**config.mk**
```make
export PLATFORM = sky130hd
export DESIGN_NAME = mux_n_reg
export DESIGN_NICKNAME = d
export VERILOG_FILES = /design/src/rtl/mux_pkg.sv /design/src/rtl/rr_next.sv /design/src/rtl/mux_n_reg.sv
export SDC_FILE = /design/constraint.sdc
export NUM_CORES = 1
export LEC_CHECK = 0
export CAP_MARGIN = 20
export CORE_MARGIN = 5
export CORE_UTILIZATION = 35
export DETAILED_ROUTE_END_ITERATION = 7
export PLACE_DENSITY = 0.86
export SYNTH_ARGS = -nofsm -noshare
export SYNTH_HDL_FRONTEND = slang
export SYNTH_HIERARCHICAL = 1
export SYNTH_SLANG_ARGS = --single-unit
```
**constraint.sdc**
```tcl
create_clock -name clk -period 3.45 [get_ports clk]
set_input_delay 1.035 -clock clk [delete_from_list [all_inputs] [get_ports clk]]
set_output_delay 1.035 -clock clk [all_outputs]
set_load 0.005 [all_outputs]
```
**src/rtl/mux_pkg.sv**
```systemverilog
// Shared state type and channel-increment helper for the registered N-channel multiplexer.
package mux_pkg;

    typedef enum logic {S_DIRECT, S_SCAN} state_e;

    // Modulo increment; an out-of-range current value restarts at channel 0.
    function automatic int unsigned next_ch(input int unsigned cur, input int unsigned channels);
        return (cur + 32'd1 >= channels) ? 32'd0 : cur + 32'd1;
    endfunction

endpackage

```
**src/rtl/rr_next.sv**
```systemverilog
// Next-set-bit finder with wrap: returns the lowest enabled channel above cur,
// else the lowest enabled channel overall.
module rr_next
    import mux_pkg::*;
#(
    parameter int unsigned CHANNELS = 16,
    parameter int unsigned SEL_W    = $clog2(CHANNELS)
) (
    input  logic [CHANNELS-1:0] mask,
    input  logic [SEL_W-1:0]    cur,
    output logic [SEL_W-1:0]    nxt,
    output logic                found
);

    logic [SEL_W-1:0] lo;
    logic [SEL_W-1:0] hi;
    logic             hi_found;

    always_comb begin
        lo       = '0;
        hi       = '0;
        hi_found = 1'b0;
        // Descending scan so the last hit is the lowest qualifying index.
        for (int k = int'(CHANNELS) - 1; k >= 0; k--) begin
            if (mask[k]) begin
                lo = SEL_W'(k);
                if (k > int'(cur)) begin
                    hi       = SEL_W'(k);
                    hi_found = 1'b1;
                end
            end
        end
        nxt   = hi_found ? hi : lo;
        found = |mask;
    end

endmodule

```
**src/rtl/mux_n_reg.sv**
```systemverilog
// Registered N-channel multiplexer with valid/ready handshake and round-robin scan mode.
// Optional channel masking is enabled by defining MUX_N_REG_MASK_EN (adds the ch_mask port).
module mux_n_reg
    import mux_pkg::*;
#(
    parameter int unsigned WIDTH    = 16,
    parameter int unsigned CHANNELS = 16,
    parameter int unsigned SEL_W    = $clog2(CHANNELS)
) (
    input  logic                      clk,
    input  logic                      rst_n,
    input  logic [CHANNELS*WIDTH-1:0] in,
    input  logic [SEL_W-1:0]          sel,
    input  logic                      scan,
`ifdef MUX_N_REG_MASK_EN
    input  logic [CHANNELS-1:0]       ch_mask,
`endif
    input  logic                      in_valid,
    output logic                      in_ready,
    output logic [WIDTH-1:0]          out,
    output logic [SEL_W-1:0]          out_ch,
    output logic                      out_valid,
    input  logic                      out_ready,
    output logic                      out_err
);

    state_e           state_q, state_d;
    logic [SEL_W-1:0] cnt_q, cnt_d;
    logic [WIDTH-1:0] out_q, out_d;
    logic [SEL_W-1:0] out_ch_q, out_ch_d;
    logic             out_valid_q, out_valid_d;
    logic             out_err_q, out_err_d;

    logic             accept;
    logic             ch_ok;
    logic             lanes_ok;
    logic [SEL_W-1:0] ch;
    logic [SEL_W-1:0] ch_succ;
    logic [WIDTH-1:0] ch_data;

    assign ch = ((state_q == S_SCAN) && scan) ? cnt_q : sel;

`ifdef MUX_N_REG_MASK_EN
    logic mask_any;

    rr_next #(
        .CHANNELS(CHANNELS),
        .SEL_W   (SEL_W)
    ) u_rr_next (
        .mask (ch_mask),
        .cur  (ch),
        .nxt  (ch_succ),
        .found(mask_any)
    );

    // An empty mask stalls scan mode only; direct mode still completes with an error.
    assign lanes_ok = mask_any || (state_q != S_SCAN);
`else
    assign ch_succ  = SEL_W'(next_ch(32'(ch), CHANNELS));
    assign lanes_ok = 1'b1;
`endif

    always_comb begin
        ch_data = '0;
        ch_ok   = 1'b0;
        for (int k = 0; k < int'(CHANNELS); k++) begin
            if (ch == SEL_W'(k)) begin
                ch_data = in[k*WIDTH +: WIDTH];
`ifdef MUX_N_REG_MASK_EN
                ch_ok   = ch_mask[k];
`else
                ch_ok   = 1'b1;
`endif
            end
        end
    end

    assign in_ready = (!out_valid_q || out_ready) && lanes_ok;
    assign accept   = in_valid && in_ready;

    always_comb begin
        state_d     = state_q;
        cnt_d       = cnt_q;
        out_d       = out_q;
        out_ch_d    = out_ch_q;
        out_err_d   = out_err_q;
        out_valid_d = out_valid_q && !out_ready;
        if (accept) begin
            out_d       = ch_ok ? ch_data : '0;
            out_ch_d    = ch;
            out_err_d   = !ch_ok;
            out_valid_d = 1'b1;
            if (scan) begin
                state_d = S_SCAN;
                cnt_d   = ch_succ;
            end else begin
                state_d = S_DIRECT;
            end
        end
    end

    always_ff @(posedge clk or negedge rst_n) begin
        if (!rst_n) begin
            state_q     <= S_DIRECT;
            cnt_q       <= '0;
            out_q       <= '0;
            out_ch_q    <= '0;
            out_valid_q <= 1'b0;
            out_err_q   <= 1'b0;
        end else begin
            state_q     <= state_d;
            cnt_q       <= cnt_d;
            out_q       <= out_d;
            out_ch_q    <= out_ch_d;
            out_valid_q <= out_valid_d;
            out_err_q   <= out_err_d;
        end
    end

    assign out       = out_q;
    assign out_ch    = out_ch_q;
    assign out_valid = out_valid_q;
    assign out_err   = out_err_q;

endmodule

```
# Yosys cells after proc, flatten, opt, wreduce, memory -nomap -nowiden
# Cells that the tools add are included.
word_totals:
  out_inout_bits: 23
  in_bits: 265
  reg_bits: 27
  wordCells: 69
op_classes:
  magnitude_cmp: 1
  add_sub_neg: 1
  n_reduce_logical: 9
  eq_ne: 15
  muxes: 37
ops:
  columns: ["cell", "count"]
  rows:
  - ["two-way mux 16 bit", 17]
  - ["equality test 4 bit (second input constant)", 8]
  - ["two-way mux 1 bit", 18]
  - ["equality test 4 x 3 -> 1 bit (second input constant)", 4]
  - ["equality test 4 x 2 -> 1 bit (second input constant)", 2]
  - ["two-way mux 4 bit", 2]
  - ["adder 4 x 1 -> 5 bit (second input constant)", 1]
  - ["greater-or-equal comparator 5 bit (second input constant)", 1]
  - ["equality test 4 x 1 -> 1 bit (second input constant)", 1]
  - ["logical NOT 4 bit", 1]
  - ["logical AND 1 bit", 3]
  - ["logical NOT 1 bit", 3]
  - ["AND reduction 2 bit", 1]
  - ["logical OR 1 bit", 1]

# Longest topological paths before layout
logic_depth:
  ltp_word: 20
  mapped_depth: 13
  ltp_nobuf: 10

# Worst setup path after synthesis
# Ideal clock, no wire load.
synth_path:
  path_type: "input port to flip-flop"
  start: "in scan"
  end: "reg out_q[1], in the netlist out[1]"
  required_ps: 3321
  arrival_time_ps: 3375
  path_buffers: 3
  setup_slack_ps: -54
  setup_time_ps: 129
  cell_stages: 12
  path_cell_list: "buf_2 > nand2_1 > mux2i_1 > inv_1 > ha_1 > nor4_1 > or2_2 > clkbuf_1 > clkbuf_1 > a21oi_1 > a221oi_1 > nand2_1"
synth_via:
  elab_chain_cells: 20
  elab_cells_between_ends: 51
  cone_classes: "15 x eq/ne; 34 x mux; 2 x reduce/logical"
synth_lines:
  columns: ["element", "line", "rtl"]
  rows:
  - ["start, declared", "mux_n_reg.sv:14", "input logic scan,"]
  - ["logical AND 1 bit *", "mux_n_reg.sv:41", "assign ch = ((state_q == S_SCAN) && scan) ? cnt_q : sel;"]
  - ["two-way mux 4 bit *", "mux_n_reg.sv:41", null]
  - ["named net ch[0]", "mux_n_reg.sv:37", "logic [SEL_W-1:0] ch;"]
  - ["logical NOT 4 bit", "mux_n_reg.sv:67", "if (ch == SEL_W'(k)) begin"]
  - ["two-way mux 16 bit or two-way mux 1 bit (tied branches) (16 in series)", "mux_n_reg.sv:67", null]
  - ["two-way mux 16 bit *", "mux_n_reg.sv:89", "out_d = ch_ok ? ch_data : '0;"]
  - ["end signal, assigned", "mux_n_reg.sv:113", "out_q <= out_d;"]
  - ["end, declared", "mux_n_reg.sv:29", "logic [WIDTH-1:0] out_q, out_d;"]
# Mark *: on every way through the listed nets, which the timed path passes. The rest lies on a longest branch.
# A chain may end at the register's enable or synchronous reset.

# Worst setup path in the final report
layout_path:
  start: "in sel[0]"
  end: "reg out_q[10], in the netlist out[10]"
layout_via:
  elab_chain_cells: 19
  elab_cells_between_ends: 50
  cone_classes: "15 x eq/ne; 34 x mux; 1 x reduce/logical"
layout_lines:
  columns: ["element", "line", "rtl"]
  rows:
  - ["start, declared", "mux_n_reg.sv:13", "input logic [SEL_W-1:0] sel,"]
  - ["two-way mux 4 bit *", "mux_n_reg.sv:41", null]
  - ["named net ch[0]", "mux_n_reg.sv:37", null]
  - ["logical NOT 4 bit", "mux_n_reg.sv:67", null]
  - ["two-way mux 16 bit or two-way mux 1 bit (tied branches) (16 in series)", "mux_n_reg.sv:67", null]
  - ["two-way mux 16 bit *", "mux_n_reg.sv:89", null]
# Marked as above.

==> qor.txt <==
OUTCOME
--------------------------------------------------------------------------------------------------------
Outcome                                                                                     complete, no violations

GLOBAL ROUTING
--------------------------------------------------------------------------------------------------------
GR met3 Demand/Resource                                                                           0.0608
Met2 Use GR                                                                                        0.514
Pin count of the biggest net entering global routing                                                  43
Global-route wire length before repair                                                          35400 µm
Antenna violations before repair                                                                       5
Most Crowded Layer GR                                                                               met2
Via count of the first global-routing pass                                                          6635
Total global routing overflow                                                                          0
GRT Overall Usage                                                                                  0.309
Met1 demand-to-capacity share in global routing                                                    0.390

LAYOUT
--------------------------------------------------------------------------------------------------------
Area grow syn2layout                                                                               91.5%
Ratio of cells with drive above 1 in the final layout                                              0.138
Net count of the finished layout                                                                    1233

TIMING
--------------------------------------------------------------------------------------------------------
Final period util                                                                                  0.948
Rel. slew slack                                                                                    0.676
Number of hold violations in the final report                                                          0
Max Transition Viols Final                                                                             0
Setup-violating endpoint count in the final report                                                     0
Worst Max-Slew Pin Slew                                                                           487 ps
Summed negative setup slack over all endpoints                                                      0 ps
Final setup slack of the worst path                                                               181 ps
Final worst path period need                                                                     3270 ps
Setup repair after global routing missed its margin                                                false
Final worst hold slack                                                                            486 ps
Clock skew after layout                                                                          1.64 ps
Max Clk Rate                                                                                   0.306 GHz

SYNTHESIS
--------------------------------------------------------------------------------------------------------
Net count of the mapped netlist                                                                      917
Most common library cells after synthesis                                                   sky130_fd_sc_hd__nand2_1 (132), sky130_fd_sc_hd__a21oi_1 (72), sky130_fd_sc_hd__nor2_1 (64), sky130_fd_sc_hd__clkbuf_1 (45), sky130_fd_sc_hd__o31ai_1 (28)
Post-synth EDFFs                                                                                       0
Per-instance average area after synthesis                                                       6.51 µm²
Number of library cell types mapped by synthesis                                                      59
Count of yosys warnings during synthesis                                                               6
Syn Inst Count                                                                                       648
Post-synth top area share                                                                          0.160
Share of synthesized area occupied by flip-flops and latches                                       0.160
Cell area after synthesis                                                                    0.00422 mm²
Number of register bits inferred by synthesis                                                         27
Top-count cell post-synth                                                                   sky130_fd_sc_hd__nand2_1
Asr flop ratio synth                                                                                1.00
Main area contributors after synthesis                                                      sky130_fd_sc_hd__dfrtp_1 (16%), sky130_fd_sc_hd__nand2_1 (12%), sky130_fd_sc_hd__a21oi_1 (8.5%), sky130_fd_sc_hd__nor2_1 (5.7%), sky130_fd_sc_hd__a221oi_1 (5.6%)
Cell accounting for the most synthesized area                                               sky130_fd_sc_hd__dfrtp_1
Dominant synthesized flop cell                                                              sky130_fd_sc_hd__dfrtp_1

ROUTE
--------------------------------------------------------------------------------------------------------
DR vias/cell                                                                                        6.04
DRC errors left                                                                                        0
First-pass DRT Iterations                                                                              6
Starting DRT DRC Count                                                                               760
Remaining number of nets flagged by the antenna check after routing                                    0
Detail-routed net length per standard cell                                                       21.3 µm
Total Wirelength                                                                                23700 µm
Detailed-route via count                                                                            6739

CTS
--------------------------------------------------------------------------------------------------------
Number of clock sinks seen by CTS                                                                     27
Cell at the root of the clock tree                                                          sky130_fd_sc_hd__clkbuf_16
Clock tree from TritonCTS                                                                            yes
Worst-skew pair later-pin latency                                                                 270 ps
Largest buffer count on any clock path                                                                 2
Post-CTS clock slew at the launch and capture registers of the worst setup and hold paths          80 ps
Cts hold-fix bufs                                                                                      0
Total clock buffers created by CTS                                                                     3
CTS H-tree depth                                                                                       1

SETUP PATH
--------------------------------------------------------------------------------------------------------
Start-to-end type of the worst setup path                                                      in -> reg
Data arrival at the endpoint of the critical path                                                3420 ps
Max FO, Critical Path                                                                                  7
Critical Path End Type                                                                              flop
Startpoint kind of the worst setup timing path                                              primary input
Required time reported for the critical path endpoint                                            3600 ps

PLACED DESIGN
--------------------------------------------------------------------------------------------------------
Post-detail-place hpwl                                                                          18900 µm
Post-placement worst setup slack                                                                 -343 ps
Final weighted congestion in routability-driven placement                                           1.00
# port buffers                                                                                       287

FLOORPLANNING
--------------------------------------------------------------------------------------------------------
Initial standard-cell utilization of the core                                                      0.354
Placeable core region                                                                         0.0119 mm²
Die area                                                                                      0.0143 mm²
Count of standard-cell rows                                                                           40
Die Span X                                                                                        120 µm
Y dimension of the die                                                                            120 µm
Io pins                                                                                              288

PWR
--------------------------------------------------------------------------------------------------------
Combinational share of power                                                                       0.687
PD cells                                                                                      305 mW/mm²
Leakage power summed over all cells                                                              3.07 nW
Sw Pwr                                                                                          0.997 mW
Worst voltage drop across the vdd grid                                                        0.000211 V
P_int                                                                                            1.46 mW
Net switching fraction of the power                                                                0.405
Clk network pwr share                                                                              0.119
Part of the power in registers                                                                     0.194

RUN
--------------------------------------------------------------------------------------------------------
Number of maximum-capacitance violations                                                               0

HOLD PATH
--------------------------------------------------------------------------------------------------------
Classification of the worst-slack hold path                                                   reg -> reg

[worst max-delay path: stages]
cell                              delay (ps)
sky130_fd_sc_hd__clkdlybuf4s50_1         510
sky130_fd_sc_hd__mux2i_4                 120
sky130_fd_sc_hd__inv_2                   100
sky130_fd_sc_hd__buf_4                   120
sky130_fd_sc_hd__ha_4                    180
sky130_fd_sc_hd__clkinvlp_4              160
sky130_fd_sc_hd__buf_4                   190
sky130_fd_sc_hd__or4_1                   510
sky130_fd_sc_hd__o31ai_1                 120
sky130_fd_sc_hd__a221oi_1                160
sky130_fd_sc_hd__a21oi_1                 150
sky130_fd_sc_hd__a32oi_1                  70
[sequential cells by signal, indices dropped and copies added (netlist names)]
signal     flops
state_q        1
out_ch         4
out           16
out_err        1
cnt_q          4
out_valid      1
[cell type report]
type                            count  area, µm²
Fill cell                        1030       3830
Clock buffer                        3       75.1
Timing Repair Buffer              381       3690
Antenna cell                        5       12.5
Tap cell                          147        184
Clock inverter                      1       7.51
Sequential cell                    27        676
Multi-Input combinational cell    542       3400
Inverter                            9       37.5
[power by group through the flow]
stage          sequential [mW]  clock, mW  combinational, mW
6_report                 0.477      0.292               1.69
5_1_grt                  0.485      0.304               1.82
4_1_cts                  0.473      0.291               1.63
3_5_place_dp             0.476          0               1.62
3_3_place_gp             0.475          0               1.60
2_1_floorplan            0.462          0              0.743
[path summary, 6_finish.rpt]
check	slack, ps	startpoint	depth (start not counted)	endpoint
max	180	sel[0]	12	out[10]
min reg2reg	490	out_ch[2]	2	out_ch[2]
min	490	out_ch[2]	2	out_ch[2]
min in group asynchronous	1150	rst_n	2	out_err
max reg2reg	600	state_q	12	out[10]
max in group asynchronous	2010	rst_n	2	out[9]
[metrics by stage]
stage / std cells / area (µm²) / total power [mW] / utilization
2_1_floorplan: 648 / 4220 / 1.20 / -
3_3_place_gp: 1103 / 7820 / 2.08 / 0.656
3_5_place_dp: 1103 / 7820 / 2.09 / 0.656
4_1_cts: 1107 / 7920 / 2.39 / 0.665
5_1_grt: 1115 / 8080 / 2.61 / 0.678
6_report: 1115 / 8080 / 2.46 / 0.678
[cell usage in the layout (no fill, tap or decap), drive strengths merged, types with 2 or more instances in the layout]
| cell type | count |
|---|---|
| a211o | 2 |
| a21oi | 72 |
| a221o | 14 |
| a221oi | 27 |
| a22oi | 4 |
| a2bb2oi | 16 |
| a31oi | 2 |
| a32o | 3 |
| a32oi | 14 |
| and3 | 13 |
| buf | 94 |
| clkbuf | 3 |
| clkdlybuf4s50 | 286 |
| clkinvlp | 2 |
| dfrtp | 27 |
| diode | 5 |
| ha | 4 |
| inv | 7 |
| mux2 | 2 |
| mux2i | 3 |
| nand2 | 132 |
| nand2b | 6 |
| nand3 | 10 |
| nand4b | 2 |
| nor2 | 64 |
| nor2b | 2 |
| nor3 | 6 |
| nor4 | 2 |
| o2111ai | 26 |
| o211ai | 15 |
| o21a | 4 |
| o21ai | 28 |
| o221ai | 3 |
| o22ai | 5 |
| o31ai | 28 |
| or4 | 14 |
[routing by layer]
metal | wire length, µm | up-vias
li1 | - | 3134
met1 | 9310 | 3086
met2 | 11100 | 449
met3 | 2260 | 70
met4 | 1100 | 0
met5 | 0 | -
[logic make-up after synthesis]
| family | after synthesis | share of synthesized area |
|---|---|---|
| fa+ha+maj | 4 | 0.0119 |
| compound gates | 275 | 0.469 |
| flops | 27 | 0.160 |
| buf+inv | 79 | 0.0754 |
| xor+xnor | 1 | 0.00208 |
| simple gates | 257 | 0.268 |
| mux | 5 | 0.0134 |
[repair_timing]
| action | in CTS | in global routing |
|---|---|---|
| pin swaps | 0 | 6 |
| setup endpoints to repair | 7 | 16 |
| endpoints found under the hold margin | 0 | 0 |
| gates cloned | 0 | 0 |
| setup buffers | 0 | 3 |
| resized for setup | 4 | 25 |
Note: power is estimated with default switching activity, not from simulation.
